**src/rtl/decode_stage.sv**
```systemverilog
// RV32I decode stage: field extraction, immediate generation, instruction
// classification and illegal-encoding detection, registered behind a
// valid/ready handshake with an optional two-entry skid buffer.
module decode_stage #(
  parameter int XLEN    = 32,
  parameter bit SKID_EN = 1'b1
) (
  input  logic            clk_i,
  input  logic            rst_i,
  input  logic            flush_i,
  input  logic            in_valid_i,
  output logic            in_ready_o,
  input  logic [XLEN-1:0] pc_i,
  input  logic [31:0]     instr_i,
  output logic            out_valid_o,
  input  logic            out_ready_i,
  output logic [XLEN-1:0] pc_o,
  output logic [6:0]      opcode_o,
  output logic [4:0]      rd_o,
  output logic [4:0]      rs1_o,
  output logic [4:0]      rs2_o,
  output logic [2:0]      funct3_o,
  output logic [6:0]      funct7_o,
  output logic [XLEN-1:0] imm_o,
  output logic [2:0]      imm_type_o,
  output logic            rd_we_o,
  output logic            illegal_o
);

  localparam logic [6:0] OPC_LOAD   = 7'b0000011;
  localparam logic [6:0] OPC_MISC   = 7'b0001111;
  localparam logic [6:0] OPC_OPIMM  = 7'b0010011;
  localparam logic [6:0] OPC_AUIPC  = 7'b0010111;
  localparam logic [6:0] OPC_STORE  = 7'b0100011;
  localparam logic [6:0] OPC_OP     = 7'b0110011;
  localparam logic [6:0] OPC_LUI    = 7'b0110111;
  localparam logic [6:0] OPC_BRANCH = 7'b1100011;
  localparam logic [6:0] OPC_JALR   = 7'b1100111;
  localparam logic [6:0] OPC_JAL    = 7'b1101111;
  localparam logic [6:0] OPC_SYSTEM = 7'b1110011;

  localparam logic [2:0] IMM_I = 3'd0;
  localparam logic [2:0] IMM_S = 3'd1;
  localparam logic [2:0] IMM_B = 3'd2;
  localparam logic [2:0] IMM_U = 3'd3;
  localparam logic [2:0] IMM_J = 3'd4;

  typedef struct packed {
    logic [XLEN-1:0] pc;
    logic [6:0]      opcode;
    logic [4:0]      rd;
    logic [4:0]      rs1;
    logic [4:0]      rs2;
    logic [2:0]      funct3;
    logic [6:0]      funct7;
    logic [XLEN-1:0] imm;
    logic [2:0]      imm_type;
    logic            rd_we;
    logic            illegal;
  } dec_t;

  dec_t dec;
  dec_t out_q;
  logic out_v;
  logic in_fire;
  logic out_fire;
  logic sign;
  logic bad;
  logic writes;

  // Combinational decode of the incoming instruction word.
  always_comb begin
    dec          = '0;
    dec.pc       = pc_i;
    dec.opcode   = instr_i[6:0];
    dec.rd       = instr_i[11:7];
    dec.rs1      = instr_i[19:15];
    dec.rs2      = instr_i[24:20];
    dec.funct3   = instr_i[14:12];
    dec.funct7   = instr_i[31:25];
    sign         = instr_i[31];
    bad          = 1'b0;
    writes       = 1'b0;

    case (dec.opcode)
      OPC_STORE:           dec.imm_type = IMM_S;
      OPC_BRANCH:          dec.imm_type = IMM_B;
      OPC_LUI, OPC_AUIPC:  dec.imm_type = IMM_U;
      OPC_JAL:             dec.imm_type = IMM_J;
      default:             dec.imm_type = IMM_I;
    endcase

    case (dec.imm_type)
      IMM_S:   dec.imm = {{(XLEN-11){sign}}, instr_i[30:25], instr_i[11:7]};
      IMM_B:   dec.imm = {{(XLEN-12){sign}}, instr_i[7], instr_i[30:25], instr_i[11:8], 1'b0};
      IMM_U:   dec.imm = {{(XLEN-31){sign}}, instr_i[30:12], 12'b0};
      IMM_J:   dec.imm = {{(XLEN-20){sign}}, instr_i[19:12], instr_i[20], instr_i[30:21], 1'b0};
      default: dec.imm = {{(XLEN-11){sign}}, instr_i[30:20]};
    endcase

    case (dec.opcode)
      OPC_LUI, OPC_AUIPC, OPC_JAL: writes = 1'b1;
      OPC_MISC, OPC_SYSTEM:        writes = 1'b0;
      OPC_LOAD: begin
        writes = 1'b1;
        bad    = (dec.funct3 == 3'd3) || (dec.funct3 == 3'd6) || (dec.funct3 == 3'd7);
      end
      OPC_STORE:  bad = (dec.funct3 > 3'd2);
      OPC_BRANCH: bad = (dec.funct3 == 3'd2) || (dec.funct3 == 3'd3);
      OPC_JALR: begin
        writes = 1'b1;
        bad    = (dec.funct3 != 3'd0);
      end
      OPC_OP: begin
        writes = 1'b1;
        bad    = ((dec.funct7 != 7'h00) && (dec.funct7 != 7'h20)) ||
                 ((dec.funct7 == 7'h20) && (dec.funct3 != 3'd0) && (dec.funct3 != 3'd5));
      end
      OPC_OPIMM: begin
        writes = 1'b1;
        bad    = ((dec.funct3 == 3'd1) && (dec.funct7 != 7'h00)) ||
                 ((dec.funct3 == 3'd5) && (dec.funct7 != 7'h00) && (dec.funct7 != 7'h20));
      end
      default: bad = 1'b1;
    endcase

    dec.illegal = bad || (instr_i[1:0] != 2'b11);
    dec.rd_we   = writes && (dec.rd != 5'd0) && !dec.illegal;
  end

  assign in_fire  = in_valid_i && in_ready_o;
  assign out_fire = out_v && out_ready_i;

  generate
    if (SKID_EN) begin : g_skid
      dec_t skid_q;
      logic skid_v;

      // skid_v is a flop, so in_ready_o never depends on out_ready_i.
      assign in_ready_o = !skid_v;

      // Two-slot FIFO: OUT drives the outputs, SKID catches the beat accepted while OUT stalls.
      always_ff @(posedge clk_i) begin
        if (rst_i) begin
          out_v  <= 1'b0;
          out_q  <= '0;
          skid_v <= 1'b0;
          skid_q <= '0;
        end else if (flush_i) begin
          out_v  <= 1'b0;
          skid_v <= 1'b0;
        end else if (out_fire || !out_v) begin
          if (skid_v) begin
            out_q  <= skid_q;
            skid_v <= in_fire;
            if (in_fire) skid_q <= dec;
          end else begin
            out_v <= in_fire;
            if (in_fire) out_q <= dec;
          end
        end else if (in_fire) begin
          skid_v <= 1'b1;
          skid_q <= dec;
        end
      end
    end else begin : g_single
      assign in_ready_o = !out_v || out_ready_i;

      // Single output register; refilled in the same cycle it drains.
      always_ff @(posedge clk_i) begin
        if (rst_i) begin
          out_v <= 1'b0;
          out_q <= '0;
        end else if (flush_i) begin
          out_v <= 1'b0;
        end else if (in_fire) begin
          out_v <= 1'b1;
          out_q <= dec;
        end else if (out_fire) begin
          out_v <= 1'b0;
        end
      end
    end
  endgenerate

  assign out_valid_o = out_v;
  assign pc_o        = out_q.pc;
  assign opcode_o    = out_q.opcode;
  assign rd_o        = out_q.rd;
  assign rs1_o       = out_q.rs1;
  assign rs2_o       = out_q.rs2;
  assign funct3_o    = out_q.funct3;
  assign funct7_o    = out_q.funct7;
  assign imm_o       = out_q.imm;
  assign imm_type_o  = out_q.imm_type;
  assign rd_we_o     = out_q.rd_we;
  assign illegal_o   = out_q.illegal;

endmodule
```
**config.mk**
```make
export PLATFORM = sky130hd
export DESIGN_NAME = decode_stage
export DESIGN_NICKNAME = d
export VERILOG_FILES = /design/src/rtl/decode_stage.sv
export SDC_FILE = /design/constraint.sdc
export NUM_CORES = 1
export LEC_CHECK = 0
export ABC_AREA = 1
export BUFFER_PORTS_ARGS = -buffer_cell sky130_fd_sc_hd__buf_4
export CAP_MARGIN = 20
export CELL_PAD_IN_SITES_DETAIL_PLACEMENT = 1
export CELL_PAD_IN_SITES_GLOBAL_PLACEMENT = 1
export CORE_MARGIN = 2
export CORE_UTILIZATION = 39
export DETAILED_ROUTE_END_ITERATION = 16
export GPL_TIMING_DRIVEN = 0
export HOLD_SLACK_MARGIN = 0.06
export PLACE_DENSITY = 0.89
export SLEW_MARGIN = 20
export SYNTH_ARGS = -nofsm -noshare
export SYNTH_HDL_FRONTEND = slang
export SYNTH_SLANG_ARGS = --single-unit
```
**constraint.sdc**
```tcl
create_clock -name clk_i -period 1.86 [get_ports clk_i]
set_clock_uncertainty 0.1 [all_clocks]
set_input_delay 0.372 -clock clk_i [delete_from_list [all_inputs] [get_ports clk_i]]
set_output_delay 0.372 -clock clk_i [all_outputs]
set_load 0.02 [all_outputs]
```
==> metrics.log, run 1 <==
INFO  metric outcome = completed
INFO  metric ys_types = 30
INFO  metric numCtsBuffers = 23
INFO  metric postLayoutCellArea = ~12,000 sq um
INFO  metric syn_avg_cell_area = around 7.3 sq um
INFO  metric regArea = roughly 4000 sq um
INFO  metric worst_slew_pin_slew = 0.662 ns
INFO  metric leakagePower = approximately 5.5 nW
INFO  metric drt-wirelength-per-cell = roughly 20 um
INFO  metric netlist_top_cells_area = sky130_fd_sc_hd__dfxtp_1 47%, sky130_fd_sc_hd__o21ai_0 10%, sky130_fd_sc_hd__nand2_1 8.7%
INFO  metric maximum_number_of_pins_on_one_net_before_global_route_repair = 20
INFO  metric cts.path.max_buffers = 3
INFO  metric drt-total-wl = between 30,000 and 40,000 um
INFO  metric worstSkewPairLatency = approximately 0.52 ns
INFO  metric dpl.hpwl = approximately 23,000 um
INFO  metric drt.antenna.violating_nets = 0
INFO  metric worstSetupStartpointType = register
INFO  metric gr-usage-met3 = 4.84%
INFO  metric final-hold-violation-count = 0
INFO  metric peakVddDrop = 609 uV
INFO  metric top_cell_type_by_total_area_after_synthesis = sky130_fd_sc_hd__dfxtp_1
INFO  metric fmax = between 500 and 600 MHz
INFO  metric globalRouteTotalUtil = between 20% and 30%
INFO  metric insertedDiodeCount = 0
INFO  metric timing.hold.worst.class = input pin to register
INFO  metric drt_drc_violations_left = 0
INFO  metric finalNonFillerCells = about 1,700
INFO  metric clk_transition_reported_paths = approximately 0.060 ns
INFO  metric critical_path_peak_fanout = 10
INFO  metric endpoint_kind_of_the_worst_setup_timing_path = register
INFO  metric timing.rr.start = g_skid.skid_v$_SDFFE_PP0P_
INFO  metric fp.dieArea = between 20,000 and 25,000 sq um
INFO  metric setup_total_negative_slack = 0 ns
INFO  metric start_util = 39.5%
INFO  metric grt_busiest_layer = met2
INFO  metric mapped_area = roughly 8600 sq um
INFO  metric synth_top_flop_cell = sky130_fd_sc_hd__dfxtp_1
INFO  metric critical_path_arrival = approximately 2.1 ns
INFO  metric p_per_area = a little over 900 nW/um^2
INFO  metric crit_type = register to register
INFO  metric clock_tree.root_cell = sky130_fd_sc_hd__clkbuf_16
INFO  metric groute.layer.met2.usage = roughly half
INFO  metric flow.area_growth_from_synthesis = 36.2%
INFO  metric post-route-period-util = between 90% and 100%
INFO  metric place.detailed.instances = roughly 1,600
INFO  metric commonest_cells_in_the_netlist = 202 x sky130_fd_sc_hd__dfxtp_1, 199 x sky130_fd_sc_hd__nand2_1, 177 x sky130_fd_sc_hd__o21ai_0
INFO  metric dr_total_vias = roughly 9,500
INFO  metric final-setup-viol-count = 0
INFO  metric floorplan.io_pins = ~170
INFO  metric ys_ff_latch = between 200 and 250
INFO  metric floorplan.die.width = between 150 and 200 um
INFO  metric fp.coreArea = 21,800 sq um
INFO  metric cts_sinks = about 200
INFO  metric rows = 54
INFO  metric dpl_worst_slack = -0.350 ns
INFO  metric synth.yosys.warnings = 0
INFO  metric synth_edf_count = 0
INFO  metric final_critical_path_setup_slack = ~0.048 ns
INFO  metric htreeDepth = 1
INFO  metric groute.layer.met1.usage = 33.7%
INFO  metric design.final.nets = between 1,000 and 1,500
INFO  metric relSlewSlack = 55.9%
INFO  metric p_total = 10.6 mW
INFO  metric portBuffers = between 150 and 200
INFO  metric synthCells = about 1,200
INFO  metric drt_pass1_iterations = 5
INFO  metric report.final.slew_viol_count = 0
INFO  metric drt_iter0_markers = about 500
INFO  metric antenna_found_initial = 0
INFO  metric grt_pass1_wl = between 50,000 and 60,000 um
INFO  metric async_flop_share = 0%
INFO  metric synth.net_count = 1,240
INFO  metric grt.overflow.total = 0
INFO  metric synth.yosys.seq_area_share = between 40% and 50%
INFO  metric floorplan.die.height = ~150 um
INFO  metric routabilityCongestion = between 0.9 and 1
INFO  metric cts_tree = done
INFO  metric hp-start = instr_i[3]
INFO  metric synthMostInstantiatedCell = sky130_fd_sc_hd__dfxtp_1
INFO  metric post_dp_cell_area = between 10,000 and 15,000 sq um
INFO  metric layout.filler_cells = ~2,700
INFO  metric startpoint = g_skid.skid_v$_SDFFE_PP0P_
INFO  metric period_minus_slack = approximately 1.8 ns
INFO  metric drt-vias-per-instance = 5.53
INFO  metric final_layout_size_suffix_gt1_share = about 22%
INFO  metric multi_input_area = about 3700 sq um
INFO  metric timing.max_cap.violations = 0
INFO  metric first_global_vias = ~10,000
INFO  metric timing.critical_path.required = approximately 2.2 ns
INFO  metric synth.top_cell.area_share = between 40 and 50%
## metal layers
metal  wire length [um]  share of wire (%)  vias to the layer above
li1                   -                  -                     4401
met3               1910                5.6                      103
met5                  0                  0                        -
met2              16700                 49                      348
met4               1540                4.5                        0
met1              14000                 41                     4667
## final timing paths
kind / end / slack, ns / cells after the start
min reg2reg: pc_o[25]$_SDFFE_PP0P_ / 0.37 / 2
max: g_skid.skid_q[25]$_SDFFE_PP0P_ / 0.05 / 9
min: opcode_o[3]$_SDFFE_PP0P_ / 0.07 / 3
max reg2reg: g_skid.skid_q[25]$_SDFFE_PP0P_ / 0.05 / 9
## power breakdown
| part | internal [mW] | switching [mW] |
|---|---|---|
| clock | 2.80 | 1.84 |
| sequential | 4.50 | 0.104 |
| combinational | 0.552 | 0.812 |
| total | 7.85 | 2.76 |
## area by class of cell
cell class              instances  share of cell area (%)
clock inverters                 9                    1.06
plain buffers                  90                    4.34
inverters                     107                    3.48
repair buffers                232                    16.1
clock buffers                  31                    5.43
well taps                     280                    2.99
flip-flops and latches        202                    34.6
multi-input cells             771                    32.0
## through the flow
step                      hold WS (ns)  util (%)
after floorplan                  0.350         -
after global placement           0.359      47.0
after detailed placement         0.363      47.0
after CTS                       0.0633      53.5
after global routing            0.0689      53.8
final                           0.0696      53.8
## state kept, by name (all words and copies together) (netlist names)
signal	count
funct7_o	7
funct3_o	3
rs2_o	5
out_valid_o	1
g_skid.skid_v	1
opcode_o	7
imm_type_o	3
rs1_o	5
illegal_o	1
rd_o	5
g_skid.skid_q	100
rd_we_o	1
imm_o	31
pc_o	32
## logic make-up (layout without fill, tap and decap cells)
family          after synthesis  in the layout  synth area share, %
compound gates              411            411                 25.7
buf+inv                     198            469                 9.47
flops                       202            202                 47.1
simple gates                360            360                 17.7
## worst max-delay path, cell delays in order (launching register included)
cell	delay, ns
sky130_fd_sc_hd__dfxtp_1	0.30
sky130_fd_sc_hd__buf_4	0.16
sky130_fd_sc_hd__inv_6	0.08
sky130_fd_sc_hd__nand2_2	0.08
sky130_fd_sc_hd__nor3_4	0.16
sky130_fd_sc_hd__buf_12	0.16
sky130_fd_sc_hd__inv_1	0.10
sky130_fd_sc_hd__buf_2	0.23
sky130_fd_sc_hd__o21ai_0	0.24
sky130_fd_sc_hd__inv_1	0.08
## placed cells by master, fill, tap and decap left out, types with 37 or more instances in the layout
cell type	count
sky130_fd_sc_hd__o21ai_0	174
sky130_fd_sc_hd__buf_4	188
sky130_fd_sc_hd__nand2_1	198
sky130_fd_sc_hd__dfxtp_1	202
sky130_fd_sc_hd__a31oi_1	66
sky130_fd_sc_hd__a21oi_1	121
sky130_fd_sc_hd__nor2_1	119
sky130_fd_sc_hd__inv_1	99
sky130_fd_sc_hd__dlygate4sd3_1	54
sky130_fd_sc_hd__clkbuf_1	37
## what timing repair did
item                                   CTS  global route
pin swaps                                1             2
buffers inserted                         4             3
setup endpoints to repair              184           163
hold buffers                            54             0
resized for setup                       32            37
endpoints found under the hold margin   88             0
Power figures use the tool's default switching activity.
==> inputs of run 2 (changes only) <==
ABC_AREA = unset   (was 1)
CORE_UTILIZATION = 40   (was 39)
PLACE_DENSITY = 0.88   (was 0.89)
REMOVE_ABC_BUFFERS = 1   (was unset)
==> run 2 against run 1 <==
- the flow now finishes with violations (setup timing)
- fmax decreased by 6.9%
- flip-flop and latch count unchanged
- wire length decreased by 3.1%
- final cell count decreased by 12%
- synthesized area increased by 1.3%
- die area decreased by 1.2%
- global-route usage decreased by 1.6 points
- register-to-register slack got worse by 0.08 ns
- clock-buffer cell count increased by 2
- utilization increased by 5.2 points
- critical path type is now register to primary output
==> metrics.log, run 2 <==
INFO  metric peakVddDrop = 577 uV (-5.3%)
INFO  metric grt_busiest_layer = met2
INFO  metric antenna_found_initial = 0 (unchanged)
INFO  metric reg2reg_to = g_skid.skid_q[13]$_SDFFE_PP0P_
INFO  metric timing.hold.worst.class = input pin to register
INFO  metric timing.reg2reg.setup_slack = -0.03 ns (-0.08 ns)
INFO  metric crit_type = register to primary output
INFO  metric commonest_cells_in_the_netlist = 202 x sky130_fd_sc_hd__dfxtp_1, 159 x sky130_fd_sc_hd__nand2_1, 124 x sky130_fd_sc_hd__nor2_1
INFO  metric synth_edf_count = 0 (unchanged)
INFO  metric timing.rr.start = g_skid.skid_v$_SDFFE_PP0P_
INFO  metric postLayoutCellArea = 12,500 sq um (+7.0%)
INFO  metric post_dp_cell_area = 10,300 sq um (+0.71%)
INFO  metric drt-wirelength-per-cell = 21.7 um (+9.6%)
INFO  metric dpl.hpwl = 16,900 um (-25%)
INFO  metric grt_pass1_wl = 48,400 um (-9.9%)
INFO  metric fp.dieArea = 23,000 sq um (-1.2%)
INFO  metric report.final.slew_viol_count = 0 (unchanged)
INFO  metric synthMostInstantiatedCell = sky130_fd_sc_hd__dfxtp_1
INFO  metric critical_path_peak_fanout = 4 (-6)
INFO  metric floorplan.die.height = 152 um (-0.60%)
INFO  metric portBuffers = 171 (unchanged)
INFO  metric async_flop_share = 0% (unchanged)
INFO  metric groute.layer.met1.usage = 32.9% (-0.85 points)
INFO  metric drt_drc_violations_left = 0 (unchanged)
INFO  metric numCtsBuffers = 23 (unchanged)
INFO  metric grt.overflow.total = 0 (unchanged)
INFO  metric fp.coreArea = 21,200 sq um (-2.5%)
INFO  metric leakagePower = 4.69 nW (-15%)
INFO  metric synth_top_flop_cell = sky130_fd_sc_hd__dfxtp_1
INFO  metric timing.max_cap.violations = 0 (unchanged)
INFO  metric regMostFlops = g_skid.skid_q
INFO  metric drt-total-wl = 33,100 um (-3.1%)
INFO  metric failed_checks = setup timing
INFO  metric final-hold-violation-count = 0 (unchanged)
INFO  metric final_cell_mix = 202 x sky130_fd_sc_hd__buf_4, 200 x sky130_fd_sc_hd__dfxtp_1, 158 x sky130_fd_sc_hd__nand2_1
INFO  metric hold_end = g_skid.skid_q[49]$_SDFFE_PP0P_
INFO  metric synth.yosys.seq_area_share = 46.5% (-0.60 points)
INFO  metric final-setup-viol-count = 6 (+6)
INFO  metric endpoint_kind_of_the_worst_setup_timing_path = primary output
INFO  metric largest_register_ffs = 100 (unchanged)
INFO  metric fmax = 514 MHz (-6.9%)
INFO  metric maximum_number_of_pins_on_one_net_before_global_route_repair = 123 (+520%)
INFO  metric synth.top_cell.area_share = 46.5% (-0.60 points)
INFO  metric syn_avg_cell_area = 8.69 sq um (+18%)
INFO  metric min_path_cells = 3 (unchanged)
INFO  metric synthCells = 1,001 (-15%)
INFO  metric critical_path_arrival = 1.47 ns (-0.64 ns)
INFO  metric top_cell_type_by_total_area_after_synthesis = sky130_fd_sc_hd__dfxtp_1
INFO  metric mapped_area = 8700 sq um (+1.3%)
INFO  metric drt_pass1_iterations = 4 (-1)
INFO  metric drt-vias-per-instance = 5.64 (+2.1%)
INFO  metric floorplan.io_pins = 172 (unchanged)
INFO  metric globalRouteTotalUtil = 26.9% (-1.6 points)
INFO  metric clk_transition_reported_paths = 0.06 ns (about the same)
INFO  metric dr_total_vias = 8,591 (-9.7%)
INFO  metric ys_ff_latch = 202 (unchanged)
INFO  metric final_layout_size_suffix_gt1_share = 29.1% (+7.3 points)
INFO  metric drt.antenna.violating_nets = 0 (unchanged)
INFO  metric dpl_worst_slack = -0.907 ns (-0.557 ns)
INFO  metric timing.critical_path.required = 1.39 ns (-0.77 ns)
INFO  metric clock_tree.root_cell = sky130_fd_sc_hd__clkbuf_16
INFO  metric gr-usage-met3 = 4.19% (-0.64 points)
INFO  metric routabilityCongestion = 0.789 (-13%)
INFO  metric worstSetupStartpointType = register
INFO  metric post-route-period-util = 105% (+7.2 points)
INFO  metric rsz0062_at_grt = yes
INFO  metric most_common_cell_after_layout_fill_and_taps_aside = sky130_fd_sc_hd__buf_4
INFO  metric insertedDiodeCount = 0 (unchanged)
INFO  metric cts.path.max_buffers = 3 (unchanged)
INFO  metric hp-start = instr_i[22]
INFO  metric outcome = finished with violations
INFO  metric htreeDepth = 1 (unchanged)
INFO  metric groute.layer.met2.usage = 48.6% (-1.9 points)
INFO  metric drt_iter0_markers = 429 (-16%)
INFO  metric period_minus_slack = 1.95 ns (+0.133 ns)
INFO  metric cts_sinks = 202 (unchanged)
INFO  metric synth.yosys.warnings = 0 (unchanged)
INFO  metric netlist_top_cells_area = sky130_fd_sc_hd__dfxtp_1 46%, sky130_fd_sc_hd__mux2i_1 7.4%, sky130_fd_sc_hd__a211oi_1 7.0%
INFO  metric flow.area_growth_from_synthesis = 43.8%
INFO  metric final_critical_path_setup_slack = -0.0854 ns (-0.133 ns)
INFO  metric relSlewSlack = 57.2% (+1.3 points)
INFO  metric worst_slew_pin_slew = 0.642 ns (-0.0200 ns)
INFO  metric p_per_area = 847 nW/um^2 (-6.7%)
INFO  metric cts_tree = done
INFO  metric first_global_vias = 8,799 (-13%)
INFO  metric design.final.nets = 1,300 (-13%)
INFO  metric start_util = 41.0% (+1.5 points)
INFO  metric reg2reg_depth = 7 (-2)
INFO  metric floorplan.die.width = 152 um (-0.60%)
INFO  metric worstSkewPairLatency = 0.49 ns (-0.03 ns)
INFO  metric rows = 53 (-1.9%)
INFO  metric ys_types = 54 (+80%)
==> run 2: cell types whose count changed in the layout (fill, tap and decap cells not counted), moves of 30 or more <==
cell,before,now
sky130_fd_sc_hd__a21oi_1,121,76
sky130_fd_sc_hd__a211oi_2,0,30
sky130_fd_sc_hd__nand2_1,198,158
sky130_fd_sc_hd__a211oi_1,1,61
sky130_fd_sc_hd__a31oi_1,66,7
sky130_fd_sc_hd__clkbuf_1,37,3
sky130_fd_sc_hd__inv_1,99,3
sky130_fd_sc_hd__mux2i_1,0,64
sky130_fd_sc_hd__o21ai_0,174,14
==> run 2: cell type report <==
type | count | area, sq um
clock buffer | 33 | 683
clock inverter | 8 | 71.3
inverter | 4 | 18.8
multi-input combinational | 706 | 4500
timing repair inverter | 1 | 7.51
sequential | 202 | 4050
fill | 2367 | 8710
tap | 275 | 344
timing repair buffer | 293 | 2840
==> run 2: logic make-up (layout without fill, tap and decap cells) <==
| kind of cell | after synthesis | after routing | share of synthesized area (%) |
|---|---|---|---|
| mux | 64 | 64 | 7.36 |
| xor+xnor | 2 | 2 | 0.201 |
| buf+inv | 97 | 339 | 5.29 |
| flops | 202 | 202 | 46.5 |
| simple gates | 374 | 378 | 19.2 |
| compound gates | 262 | 262 | 21.4 |
==> run 2: layer usage <==
layer	vias to the layer above	routed length [um]
met5	-	0
met4	0	1010
met3	70	1880
met2	222	16800
met1	4283	13400
li1	4016	-
==> run 2: how the worst max path moves through the flow <==
stage	startpoint	end	cells past startpoint
2_1_floorplan	g_skid.skid_v$_SDFFE_PP0P_	illegal_o$_SDFFE_PP0P_	4
3_3_place_gp	g_skid.skid_v$_SDFFE_PP0P_	imm_o[19]$_SDFFE_PP0P_	5
3_5_place_dp	instr_i[3]	imm_o[21]$_SDFFE_PP0P_	6
4_1_cts	g_skid.skid_v$_SDFFE_PP0P_	in_ready_o	4
5_1_grt	g_skid.skid_v$_SDFFE_PP0P_	in_ready_o	4
6_report	g_skid.skid_v$_SDFFE_PP0P_	in_ready_o	4
==> run 2: metrics by stage <==
stage	power, mW	cells	utilization [%]	hold slack, ns	setup TNS (ns)
6_report	10.6	1522	59.0	0.0815	-0.151
5_1_grt	10.9	1522	59.0	0.0743	-1.46
2_1_floorplan	5.27	908	-	0.326	-1287.02
3_3_place_gp	5.88	1354	46.6	0.341	-2164.58
3_5_place_dp	5.88	1380	48.5	0.343	-73.50
4_1_cts	10.6	1505	57.6	0.0627	-0.927
==> run 2: power breakdown <==
group | leakage [nW] | internal, mW | switching [mW]
registers | 1.65 | 4.48 | 0.0946
logic | 2.67 | 0.645 | 0.826
clock network | 0.376 | 2.69 | 1.86
total | 4.69 | 7.82 | 2.78
==> run 2: what timing repair did <==
| action | 4_1_cts | 5_1_grt |
|---|---|---|
| hold buffers | 49 | 0 |
| cloned | 12 | 4 |
| endpoints found under the setup margin | 178 | 120 |
| resized for setup | 53 | 27 |
| hold endpoints to repair | 49 | 0 |
| pin swaps | 18 | 11 |
| setup buffers | 25 | 16 |
==> run 2: worst max-delay path, stage by stage (launching register included) <==
cell and delay [ns]:
sky130_fd_sc_hd__dfxtp_4 0.40, sky130_fd_sc_hd__buf_16 0.12, sky130_fd_sc_hd__buf_16 0.11, sky130_fd_sc_hd__clkinvlp_4 0.16, sky130_fd_sc_hd__buf_6 0.18
